[src/rtl/alu_seq_ctrl.sv]
// Command sequencer for the shared ripple-slice ALU: issues single-pass ops,
// runs MUL as WIDTH shift-add passes, and holds the response until it is taken.
module alu_seq_ctrl #(
  parameter int WIDTH = 16,
  parameter int CNT_W = 5
) (
  input  logic             clk_i,
  input  logic             reset_i,
  input  logic             cmd_valid_i,
  output logic             cmd_ready_o,
  input  logic [2:0]       cmd_opc_i,
  input  logic [WIDTH-1:0] cmd_a_i,
  input  logic [WIDTH-1:0] cmd_b_i,
  output logic             rsp_valid_o,
  input  logic             rsp_ready_i,
  output logic [WIDTH-1:0] rsp_result_o,
  output logic             rsp_carry_o,
  output logic             rsp_zero_o,
  output logic             rsp_err_o,
  output logic [WIDTH-1:0] alu_a_o,
  output logic [WIDTH-1:0] alu_b_o,
  output logic             alu_ainvert_o,
  output logic             alu_bnegate_o,
  output logic             alu_cin_o,
  output logic [2:0]       alu_op_o,
  input  logic [WIDTH-1:0] alu_result_i,
  input  logic             alu_cout_i
);

  localparam logic [1:0] S_IDLE = 2'd0;
  localparam logic [1:0] S_EXEC = 2'd1;
  localparam logic [1:0] S_MUL  = 2'd2;
  localparam logic [1:0] S_DONE = 2'd3;

  localparam logic [2:0] OPC_AND = 3'd0;
  localparam logic [2:0] OPC_OR  = 3'd1;
  localparam logic [2:0] OPC_ADD = 3'd2;
  localparam logic [2:0] OPC_SUB = 3'd3;
  localparam logic [2:0] OPC_XOR = 3'd4;
  localparam logic [2:0] OPC_NOR = 3'd5;
  localparam logic [2:0] OPC_MUL = 3'd6;
  localparam logic [2:0] OPC_ILL = 3'd7;

  localparam logic [2:0] ALU_AND = 3'b000;
  localparam logic [2:0] ALU_OR  = 3'b001;
  localparam logic [2:0] ALU_ADD = 3'b010;
  localparam logic [2:0] ALU_XOR = 3'b011;

  logic [1:0]       state_q, state_d;
  logic [2:0]       opc_q, opc_d;
  logic [WIDTH-1:0] a_q, a_d;
  logic [WIDTH-1:0] b_q, b_d;
  logic [WIDTH-1:0] acc_q, acc_d;
  logic [CNT_W-1:0] cnt_q, cnt_d;
  logic [WIDTH-1:0] res_q, res_d;
  logic             carry_q, carry_d;
  logic             zero_q, zero_d;
  logic             err_q, err_d;
  logic             valid_q, valid_d;
  logic [WIDTH-1:0] mul_acc_next;

  // During MUL, a_q doubles as the shifting multiplicand and b_q as the multiplier.
  always_comb begin
    state_d      = state_q;
    opc_d        = opc_q;
    a_d          = a_q;
    b_d          = b_q;
    acc_d        = acc_q;
    cnt_d        = cnt_q;
    res_d        = res_q;
    carry_d      = carry_q;
    zero_d       = zero_q;
    err_d        = err_q;
    valid_d      = valid_q;
    mul_acc_next = b_q[0] ? alu_result_i : acc_q;
    case (state_q)
      S_IDLE: begin
        if (cmd_valid_i) begin
          opc_d = cmd_opc_i;
          a_d   = cmd_a_i;
          b_d   = cmd_b_i;
          acc_d = '0;
          cnt_d = '0;
          err_d = 1'b0;
          if (cmd_opc_i == OPC_ILL) begin
            res_d   = '0;
            carry_d = 1'b0;
            zero_d  = 1'b1;
            err_d   = 1'b1;
            state_d = S_DONE;
          end else if (cmd_opc_i == OPC_MUL) begin
            state_d = S_MUL;
          end else begin
            state_d = S_EXEC;
          end
        end
      end
      S_EXEC: begin
        res_d   = alu_result_i;
        carry_d = alu_cout_i;
        zero_d  = (alu_result_i == '0);
        state_d = S_DONE;
      end
      S_MUL: begin
        acc_d = mul_acc_next;
        a_d   = a_q << 1;
        b_d   = b_q >> 1;
        cnt_d = cnt_q + 1'b1;
        if (cnt_q == CNT_W'(WIDTH - 1)) begin
          res_d   = mul_acc_next;
          carry_d = 1'b0;
          zero_d  = (mul_acc_next == '0);
          state_d = S_DONE;
        end
      end
      default: begin
        // First DONE cycle only raises valid; the handshake is honoured from then on.
        valid_d = 1'b1;
        if (valid_q && rsp_ready_i) begin
          valid_d = 1'b0;
          state_d = S_IDLE;
        end
      end
    endcase
  end

  always_ff @(posedge clk_i or posedge reset_i) begin
    if (reset_i) begin
      state_q <= S_IDLE;
      opc_q   <= '0;
      a_q     <= '0;
      b_q     <= '0;
      acc_q   <= '0;
      cnt_q   <= '0;
      res_q   <= '0;
      carry_q <= 1'b0;
      zero_q  <= 1'b0;
      err_q   <= 1'b0;
      valid_q <= 1'b0;
    end else begin
      state_q <= state_d;
      opc_q   <= opc_d;
      a_q     <= a_d;
      b_q     <= b_d;
      acc_q   <= acc_d;
      cnt_q   <= cnt_d;
      res_q   <= res_d;
      carry_q <= carry_d;
      zero_q  <= zero_d;
      err_q   <= err_d;
      valid_q <= valid_d;
    end
  end

  // ALU inputs are quiet outside EXEC/MUL so the shared datapath sees no stray activity.
  always_comb begin
    alu_a_o       = '0;
    alu_b_o       = '0;
    alu_ainvert_o = 1'b0;
    alu_bnegate_o = 1'b0;
    alu_cin_o     = 1'b0;
    alu_op_o      = ALU_AND;
    if (state_q == S_EXEC) begin
      alu_a_o = a_q;
      alu_b_o = b_q;
      case (opc_q)
        OPC_AND: alu_op_o = ALU_AND;
        OPC_OR:  alu_op_o = ALU_OR;
        OPC_ADD: alu_op_o = ALU_ADD;
        OPC_SUB: begin
          alu_bnegate_o = 1'b1;
          alu_cin_o     = 1'b1;
          alu_op_o      = ALU_ADD;
        end
        OPC_XOR: alu_op_o = ALU_XOR;
        OPC_NOR: begin
          alu_ainvert_o = 1'b1;
          alu_bnegate_o = 1'b1;
          alu_op_o      = ALU_AND;
        end
        default: alu_op_o = ALU_AND;
      endcase
    end else if (state_q == S_MUL) begin
      alu_a_o  = acc_q;
      alu_b_o  = a_q;
      alu_op_o = ALU_ADD;
    end
  end

  assign cmd_ready_o  = (state_q == S_IDLE);
  assign rsp_valid_o  = valid_q;
  assign rsp_result_o = res_q;
  assign rsp_carry_o  = carry_q;
  assign rsp_zero_o   = zero_q;
  assign rsp_err_o    = err_q;

endmodule
[config.mk]
export PLATFORM = sky130hd
export DESIGN_NAME = alu_seq_ctrl
export DESIGN_NICKNAME = d
export VERILOG_FILES = /design/src/rtl/alu_seq_ctrl.sv
export SDC_FILE = /design/constraint.sdc
export NUM_CORES = 1
export LEC_CHECK = 0
export ABC_AREA = 1
export BUFFER_PORTS_ARGS = -buffer_cell sky130_fd_sc_hd__buf_2
export CAP_MARGIN = 20
export CORE_MARGIN = 2
export CORE_UTILIZATION = 35
export CTS_CLUSTER_DIAMETER = 40
export DETAILED_ROUTE_END_ITERATION = 12
export MAX_ROUTING_LAYER = met4
export PLACE_DENSITY_LB_ADDON = 0.3
export SETUP_SLACK_MARGIN = 0.05
export SYNTH_ARGS = -nofsm -noshare
export SYNTH_HDL_FRONTEND = slang
export SYNTH_SLANG_ARGS = --single-unit
[constraint.sdc]
create_clock -name clk_i -period 2.65 [get_ports clk_i]
set_input_delay 0.1325 -clock clk_i [delete_from_list [all_inputs] [get_ports clk_i]]
set_output_delay 0.1325 -clock clk_i [all_outputs]
set_load 0.05 [all_outputs]
After elaboration in Yosys (flattened, before gate mapping)
Index checks and enable logic that the tools add are counted.

storage, ports and cells
  bits in registers = 78
  input port bits = 56
  output and inout port bits = 59
  logic and storage cells = 81

cells by class
  add/subtract/negate cells = 1
  eq/ne operators = 13
  mux-type cells = 42
  reductions and logical operators = 14

operators with widths
  operator             number
  $mux 16              11
  $pmux 16 s2          3
  $pmux 16 s3          1
  $logic_not 16->1     2
  $mux 1               14
  $eq 3x3->1 const B   4
  $mux 2               6
  $pmux 2 s3           2
  $pmux 5 s2           1
  $eq 3x2->1 const B   2
  $pmux 1 s3           2
  $add 5x1->5 const B  1
  $eq 5x4->1 const B   1
  $mux 5               1
  $ne 2x2->1 const B   2
  $reduce_and 2->1     2
  $reduce_and 4->1     1
  $reduce_bool 4->1    1
  $reduce_or 2->1      2
  $eq 3x1->1 const B   1
  $mux 3               1
  $reduce_and 3->1     1
  $reduce_bool 3->1    1
  $reduce_or 3->1      1
  6 further kinds      6

Longest topological paths before layout
Gate-level depths: netlist (run 1).

  depth in word-level cells = 5
  depth in mapped cells = 9
  mapped depth without buffers = 9

Worst setup path after synthesis (run 1)
OpenSTA, ideal clock, no wires.

  kind = register to output
  start = register state_q[0]
  end = output alu_b_o[14]
  arrival = 2215 ps
  data required time = 2518 ps
  path slack = 303 ps
  cell stages (with the launch flop) = 7
  path buffers = 2
  path through = dfrtp_1 -> inv_1 -> ha_1 -> buf_2 -> buf_2 -> nand2_1 -> o21ai_0

on the way
  longest elaborated chain between the ends = 3
  elaborated cells on any way between the ends = 4
  classes of those cells = eq/ne (2); mux (2)

RTL lines
  what                      line  text
  start: declaration        49    logic [1:0] state_q, state_d;
  start signal: assignment  141   state_q <= state_d;
  $eq 2x2->1                183   end else if (state_q == S_MUL) begin
  $mux 16                   183
  $mux 16 *                 163   if (state_q == S_EXEC) begin
  end: declaration          21    output logic [WIDTH-1:0] alu_b_o,

Mark *: on every way between the ends. The rest lies on a longest branch, timed or not.

Worst setup path in the final report (run 1)
  start = register state_q[0]
  end = output alu_a_o[10]

on the way
  longest elaborated chain between the ends = 3
  elaborated cells on any way between the ends = 4
  classes of those cells = eq/ne (2); mux (2)

RTL lines
  what              line  text
  $eq 2x2->1        183
  $mux 16           183
  $mux 16 *         163
  end: declaration  20    output logic [WIDTH-1:0] alu_a_o,

Marked as above.

==> impl_summary.md, run 1 <==
Finish
The net count of the finished layout is 735. 0 antenna diodes ended up in the layout. The most common cell after layout, fill and taps aside is nand2_1. The ratio of cells with drive above 1 in the final layout is 0.223. The area growth from synthesis to layout is 23.0%. The top cell types in the final layout, fill and taps aside, are nand2_1, buf_2, o21ai_0. After filler insertion, the fill cell instance count of the layout stands at 1250. The total non-filler cell area in the finished layout is 5330 µm².

Synth
During synthesis, Yosys emitted a total of 0 warnings. The distinct cell type count after synthesis is 30. The number of nets handed over by synthesis was 633.

The synthesized cell area is 4330 µm². The per-instance average area after synthesis is 7.60 µm². Synthesis produced 570 cells. The register bit total from synthesis is 78.

The sequential cell area fraction in the yosys report is 0.451.

Setup path
For the worst setup path, the data required time is 2520 ps. Data on the critical path arrives at its endpoint at 2190 ps. The startpoint-to-endpoint class of the critical path is register to primary output. The worst setup path is launched from a register. Walking the worst path, the cells encountered are inv_1 > ha_2 > buf_4 > nand2_2 > o22ai_1 > buf_2.

The source of the worst register-to-register timing path is state_q[0]. The slowest stage of the critical path belongs to the cell dfrtp_1. Along the worst path, the maximum fanout reaches 28. The end of the worst register-to-register path is b_q[6]. The logic depth of the worst register-to-register path is 7. On the worst path, the slowest cell contributes a delay of 420 ps.

The worst setup path is captured at a primary output. The reg-to-reg setup timing slack is 480 ps.

Detailed routing
The number of routed nets with antenna violations is 0. For this block, wires on met1 add up to 5.62 mm. For this run, design rule violations remaining after detail routing come to 0. The final wirelength is 12.1 mm. The wire length on met2 is 5.76 mm. Using the TritonRoute via totals, the vias-per-cell ratio works out to 4.92. The average detailed-routed wire length per instance is 14.4 µm. The number of DRC markers after the initial detailed-route iteration is 257. The met3 wirelength from detailed routing is 598 µm. After detailed routing, no signal wire sits above met4. The number of iterations in the first detailed-routing pass is 4. The total number of vias is 4156.

Power and ir drop
The share of total power in the clock network is 0.165. The internal cell power is 3.67 mW. The total power per unit cell area is 1460 nW/µm². For this design the total switching power over the nets is 4.08 mW. The proportion of power drawn by combinational gates is 0.580. The leakage component of the power is 2.63 nW.

IR analysis of the VDD net gives a maximum drop of 585 µV. Of the total power, the share spent switching nets is 0.526. The register share of total power is 0.255.

Clock tree
The root buffer cell chosen for the clock tree is clkbuf_16. The tree built by TritonCTS fans out to 78 sinks. Clock latency on the worst-skew pair, taken at its later pin, is 330 ps.

The clock passes through at most 2 buffers. After clock tree synthesis, the clock-pin slew on the worst setup and hold paths is 60 ps. The number of clock buffers inserted by TritonCTS is 9.

CTS built an H-tree with a depth of 3. The TritonCTS clock tree is built.

GRT
In the global route stage, overall resource usage came out at 0.197. The initial antenna violation count came to 0. The via count of the first global-routing pass was 3963. The first global-routing pass estimated 19.7 mm of wire. Summed over all layers, the global routing overflow is 0. Entering global routing, the biggest net connects 38 pins.

Timing
The setup skew after layout is 5.54 ps. Derived from the worst setup path, the maximum achievable clock frequency is 0.431 GHz. After routing, the total negative slack on setup checks comes to 0 ps.

The final critical delay including setup and external delays is 2320 ps. The headroom to the max-slew limit is 0.583. Setup repair after global routing left no endpoint under its margin.

In the finished design, the share of the clock period the worst path needs comes to 0.876. Setup violations remaining at the end of the flow were counted as 0. At the pin with the least slew margin, the transition time is 623 ps. The number of failing hold endpoints at the final stage is 0. The final max-slew violation count is 0.

Floorplanning
In this run the vertical extent of the chip is 115 µm. The number of placement rows is 40. The chip width is 115 µm. The area of the die is 13300 µm². The starting utilization of the core area is 0.359. For this design the top-level I/O count stands at 115. The total area inside the core boundary comes to 12100 µm².

Worst hold path
Counting instances, the worst hold path has a depth of 3. The worst hold endpoint is b_q[15]. The worst hold-check path type is input port to register.

The beginning of the worst hold path is cmd_b_i[15].

Placed design
The placement-stage cell area is 5010 µm². The count of input and output buffers is 113. The final weighted congestion in routability-driven placement is 0.894. Detailed placement finished with a half-perimeter wire length of 9.25 mm.

Job
The tool flagged a number of max-cap violations equal to 0.

Status
The flow ran to the end, and the final reports show no timing, DRC or antenna violations.
[worst max-delay path: cells and delay by family, from the launching register on]
family	cells	cell delay [ps]
buffers and inverters	3	710
flip-flops	1	420
AND/OR/NAND/NOR	1	290
AO/OA/AOI/OAI	1	220
adder cells (fa/ha/maj)	1	210
[repair_timing]
item / 4_1_cts / 5_1_grt
endpoints found under the hold margin: 23 / 0
hold buffers: 1 / 0
setup endpoints to repair: 0 / 15
resized for setup: 0 / 1
buffers inserted: 0 / 0
[flip-flops by register name (all words and copies together) (netlist names), 2 cells and up]
signal        flops
opc_q             3
state_q           2
a_q              16
rsp_result_o     16
acc_q            16
cnt_q             5
b_q              16
[synth_stat cells (all sizes together)]
library cell / instances / area [µm²]
nand4: 3 / 18.8
a21oi: 31 / 155
o21ai: 91 / 470
o22ai: 34 / 213
nand3: 27 / 140
nor3b: 1 / 18.8
a31oi: 2 / 12.5
nor2: 38 / 143
buf: 22 / 158
dfrtp: 78 / 1950
mux2: 1 / 11.3
ha: 7 / 87.6
clkbuf: 14 / 52.6
nand2: 121 / 457
nor3: 1 / 5.00
conb: 1 / 3.75
inv: 81 / 307
o211ai: 15 / 113
and2: 1 / 6.26
o31ai: 1 / 7.51
[area by class of cell]
type                            instances  area (µm²)  area share
Clock buffer                           10         229      0.0430
Clock inverter                          5        75.1      0.0141
Inverter                               81         308      0.0578
Multi-Input combinational cell        375        1870       0.350
Sequential cell                        78        1950       0.366
Tap cell                              168         210      0.0395
Timing Repair Buffer                  127         686       0.129
[logic make-up after synthesis]
family          count (synthesis)  share of synthesized area
compound gates                174                      0.224
fa+ha+maj                       7                     0.0202
buf+inv                       117                      0.119
flops                          78                      0.451
mux                             1                    0.00260
other cells                     1                   0.000866
simple gates                  192                      0.182
[power groups by stage]
stage | clock [mW] | combinational, mW | sequential [mW]
after CTS | 1.31 | 4.51 | 1.98
after detailed placement | 0 | 4.50 | 1.99
after global routing | 1.35 | 4.94 | 2.03
final | 1.28 | 4.50 | 1.97
after floorplan | 0 | 3.26 | 2.24
after global placement | 0 | 4.44 | 1.98
[per-layer routing]
metal  vias to the layer above  GRT usage
met3                         9     0.0300
met2                       124      0.313
met1                      1939      0.255
met4                         0     0.0707
li1                       2084          -
met5                         -          -
[through the flow]
| step | hold slack (ps) | std cells | setup WS (ps) | power [mW] | util |
|---|---|---|---|---|---|
| finish | 25.5 | 844 | 329 | 7.75 | 0.442 |
| global route | 31.2 | 844 | 181 | 8.32 | 0.442 |
| CTS | 18.8 | 844 | 122 | 7.80 | 0.441 |
| detailed placement | 150 | 828 | 481 | 6.49 | 0.415 |
| global placement | 146 | 828 | 579 | 6.42 | 0.415 |
| floorplan | 253 | 570 | 303 | 5.50 | - |
[worst max path at each step]
stage                   to  cells after the start       start
6_report       alu_a_o[10]                      6  state_q[0]
5_1_grt        alu_a_o[12]                      6  state_q[0]
4_1_cts         alu_a_o[9]                      6  state_q[0]
3_5_place_dp    alu_a_o[9]                      6  state_q[0]
3_3_place_gp    alu_a_o[9]                      6  state_q[0]
2_1_floorplan  alu_b_o[14]                      6  state_q[0]
Note: power is estimated with default switching activity, not from simulation.
==> inputs of run 2 (changes only) <==
--- a/config.mk
+++ b/config.mk
@@ -8,12 +8,13 @@
 export ABC_AREA = 1
 export BUFFER_PORTS_ARGS = -buffer_cell sky130_fd_sc_hd__buf_2
 export CAP_MARGIN = 20
+export CORE_ASPECT_RATIO = 0.7
 export CORE_MARGIN = 2
 export CORE_UTILIZATION = 35
 export CTS_CLUSTER_DIAMETER = 40
 export DETAILED_ROUTE_END_ITERATION = 12
 export MAX_ROUTING_LAYER = met4
-export PLACE_DENSITY_LB_ADDON = 0.3
+export PLACE_DENSITY = 0.58
 export SETUP_SLACK_MARGIN = 0.05
 export SYNTH_ARGS = -nofsm -noshare
 export SYNTH_HDL_FRONTEND = slang
==> run 2 against run 1 <==
Effect of this change:
- the run now ends with negative hold slack left
- cell count decreased by 1.8%
- total power down 1.8%
- largest cell class unchanged
- clock power is 9% lower
- highest routed layer unchanged
- sequential power is essentially flat
- core utilization is 0.15 points higher
- worst hold slack got worse by 66 ps
- die area rose by 0.11%
- worst setup slack worse by 85 ps
==> impl_summary.md, run 2 (synthesized netlist as in run 1, its figures left out) <==
Status
The run finished, with violations left. The checks that failed: negative hold slack.

Job
The reported max-cap violation count is 0 (unchanged).

GRT
The overflow left after global routing is 0 (unchanged). The first-pass GRT wire length is 19.6 mm (-0.42%). The via count of the first global-routing pass was 3943 (-0.50%). The pin count of the biggest net entering global routing is 52 (+37%). The global router's overall resource usage came to 0.192 (-0.00449). The initial antenna violation count came to 0 (unchanged).

Detailed routing
The remaining routing DRC violations is 0 (unchanged). The mean number of vias per cell was 5.01 (+1.7%). The average detailed-routed wire length per instance was 14.7 µm (+2.4%). The number of DRC markers after the initial detailed-route iteration was 238 (-7.4%). The final wirelength is 12.2 mm (+0.63%).

The number of routed nets with antenna violations was 0 (unchanged). The total number of vias is 4150 (-0.14%). The number of iterations in the first detailed-routing pass came to 5 (+1).

Floorplanning
The number of placement rows came to 33 (-18%). The I/O pin total is 115 (unchanged). The chip width is 137 µm (+19%). The die span in y is 97.1 µm (-16%). The area of the die came to 13300 µm² (+0.11%). The starting utilization of the core area is 0.364 (+0.00514).

The total core area was 11900 µm² (-1.4%).

Setup path
The origin of the worst setup path is state_q[0]. The kind of end point of the critical path is a primary output. The peak per-stage delay on the critical path is 420 ps (about the same).

The worst register-to-register path ends at cnt_q[3]. The source of the worst register-to-register timing path is state_q[0]. The startpoint-to-endpoint class of the critical path is register to primary output. The end point of the critical path is alu_a_o[11]. The top fanout value on the critical path came to 15 (-46%).

The number of gates on the worst path with buffers counted came to 5 (-1). The logic depth of the worst register-to-register path came to 7 (unchanged). The number of buffer and inverter instances along the worst setup path was 2 (-1).

Walking the worst path, the cells encountered are inv_1 > ha_2 > nand2_1 > o22ai_1 > buf_2. The launching element type of the critical path is a register. The critical path required time came to 2520 ps (about the same). The cell with the largest stage delay on the worst path is dfrtp_1. The reg-to-reg setup timing slack is 540 ps (+60 ps).

The kind of cell with the highest combined delay along the critical path is buffers and inverters. The arrival time of the worst setup path is 2270 ps (+80 ps).

Power and ir drop
The internal cell power came to 3.54 mW (-3.4%). The total design power is 7.61 mW (-1.8%). The share of total power in the clock network is 0.152 (-0.013). The net switching power is 4.06 mW (-0.38%). The leakage component of the power was 2.61 nW (-0.93%). The worst ir drop on vdd is 737 µV (+26%).

The total power per unit cell area is 1440 nW/µm² (-0.75%). The switching share of power is 0.534 (+0.00776). The register share of total power was 0.257 (+0.002). The proportion of power drawn by combinational gates is 0.591 (+0.011).

Clock tree
CTS placed an instance of clkbuf_16 at the clock tree root. TritonCTS built the clock tree. The number of sinks driven by the clock tree is 78 (unchanged). The number of clock buffers inserted by TritonCTS was 9 (unchanged). The clock-pin slew on the worst setup and hold paths is 60 ps (about the same).

The H-tree level count is 3 (unchanged). The hold buffer count at CTS is 0 (-1). The clock insertion delay at the later pin of the skew report is 330 ps (about the same).

The post-CTS resize count is 0 (unchanged). The buffer count from post-CTS setup fixing is 0 (unchanged). The number of buffers between clock root and the deepest sink is 2 (unchanged).

Finish
The antenna cell count was 0 (unchanged). Leaving out fill and tap cells, the most frequent cells in the layout are nand2_1, buf_2, o21ai_0. The most common cell after layout, fill and taps aside is nand2_1. The ratio of cells with drive above 1 in the final layout was 0.219 (-0.00462). The layout-stage area growth over the synthesis result is 21.7%.

The number of nets in the layout is 732 (-0.41%).

Timing
The worst hold slack was -40.7 ps (-66.2 ps). The final max-slew violation count is 0 (unchanged). The number of failing hold endpoints at the final stage is 48 (+48).

The setup skew after layout came to 7.70 ps (+2.16 ps). The slew at the pin closest to its max-slew limit is 916 ps (+293 ps). The headroom to the max-slew limit came to 0.389 (-0.194). The final setup violation count came to 0 (unchanged). The highest clock frequency the design can meet is 0.416 GHz (-3.5%). The share of the clock period used by the worst path is 0.908 (+0.0321).

The final critical delay including setup and external delays is 2410 ps (+85.0 ps). The setup TNS after final layout is 0 ps (unchanged). Setup repair after global routing left no endpoint under its margin.

Placed design
The count of input and output buffers is 113 (unchanged). The final weighted congestion in routability-driven placement came to 0.861 (-3.7%). The sum of net half-perimeters after detailed placement is 8.92 mm (-3.6%).

Worst hold path
In this run the worst hold path is classified as input port to asynchronous set/reset pin.
-- run 2: cell types whose count changed in the layout (fill, tap and decap cells not counted) --
cell           delta
dlygate4sd3_1     -1
nand2_2           -1
nand2_1           +1
bufinv_16         -2
buf_12            +1
buf_4             -3
clkinv_2          -2
clkbuf_8          +3
-- run 2: final cells by class --
cell class | count | area (µm²)
fillers | 1239 | 6620
well taps | 157 | 196
clock buffers | 13 | 270
flip-flops and latches | 78 | 1950
multi-input cells | 375 | 1860
clock inverters | 1 | 5.00
inverters | 81 | 308
repair buffers | 124 | 673
-- run 2: stage by stage --
step	cell area (µm²)	util	cells	worst slack [ps]
global placement	4990	0.420	815	610
CTS	5270	0.443	829	255
detailed placement	4990	0.420	815	535
global route	5270	0.443	829	68.4
finish	5270	0.443	829	244
floorplan	4330	-	570	303
-- run 2: how the worst min path moves through the flow --
stage / to
after floorplan: a_q[0]
after global placement: b_q[12]
after detailed placement: opc_q[2]
after CTS: opc_q[0]
after global routing: a_q[0]
final: opc_q[2]
-- run 2: power by group through the flow --
stage               logic, mW  clock network, mW  registers, mW
floorplan                3.26                  0           2.24
global placement         4.46                  0           1.96
detailed placement       4.50                  0           1.97
CTS                      4.51               1.18           1.95
global route             4.98               1.23           2.02
finish                   4.50               1.16           1.96
-- run 2: routing by layer --
layer / vias up / share of wire / GRT usage
met4: 0 / 0.0079 / 0.0420
met3: 10 / 0.063 / 0.0443
met5: - / 0 / -
met1: 1938 / 0.50 / 0.282
li1: 2073 / - / -
met2: 129 / 0.43 / 0.269
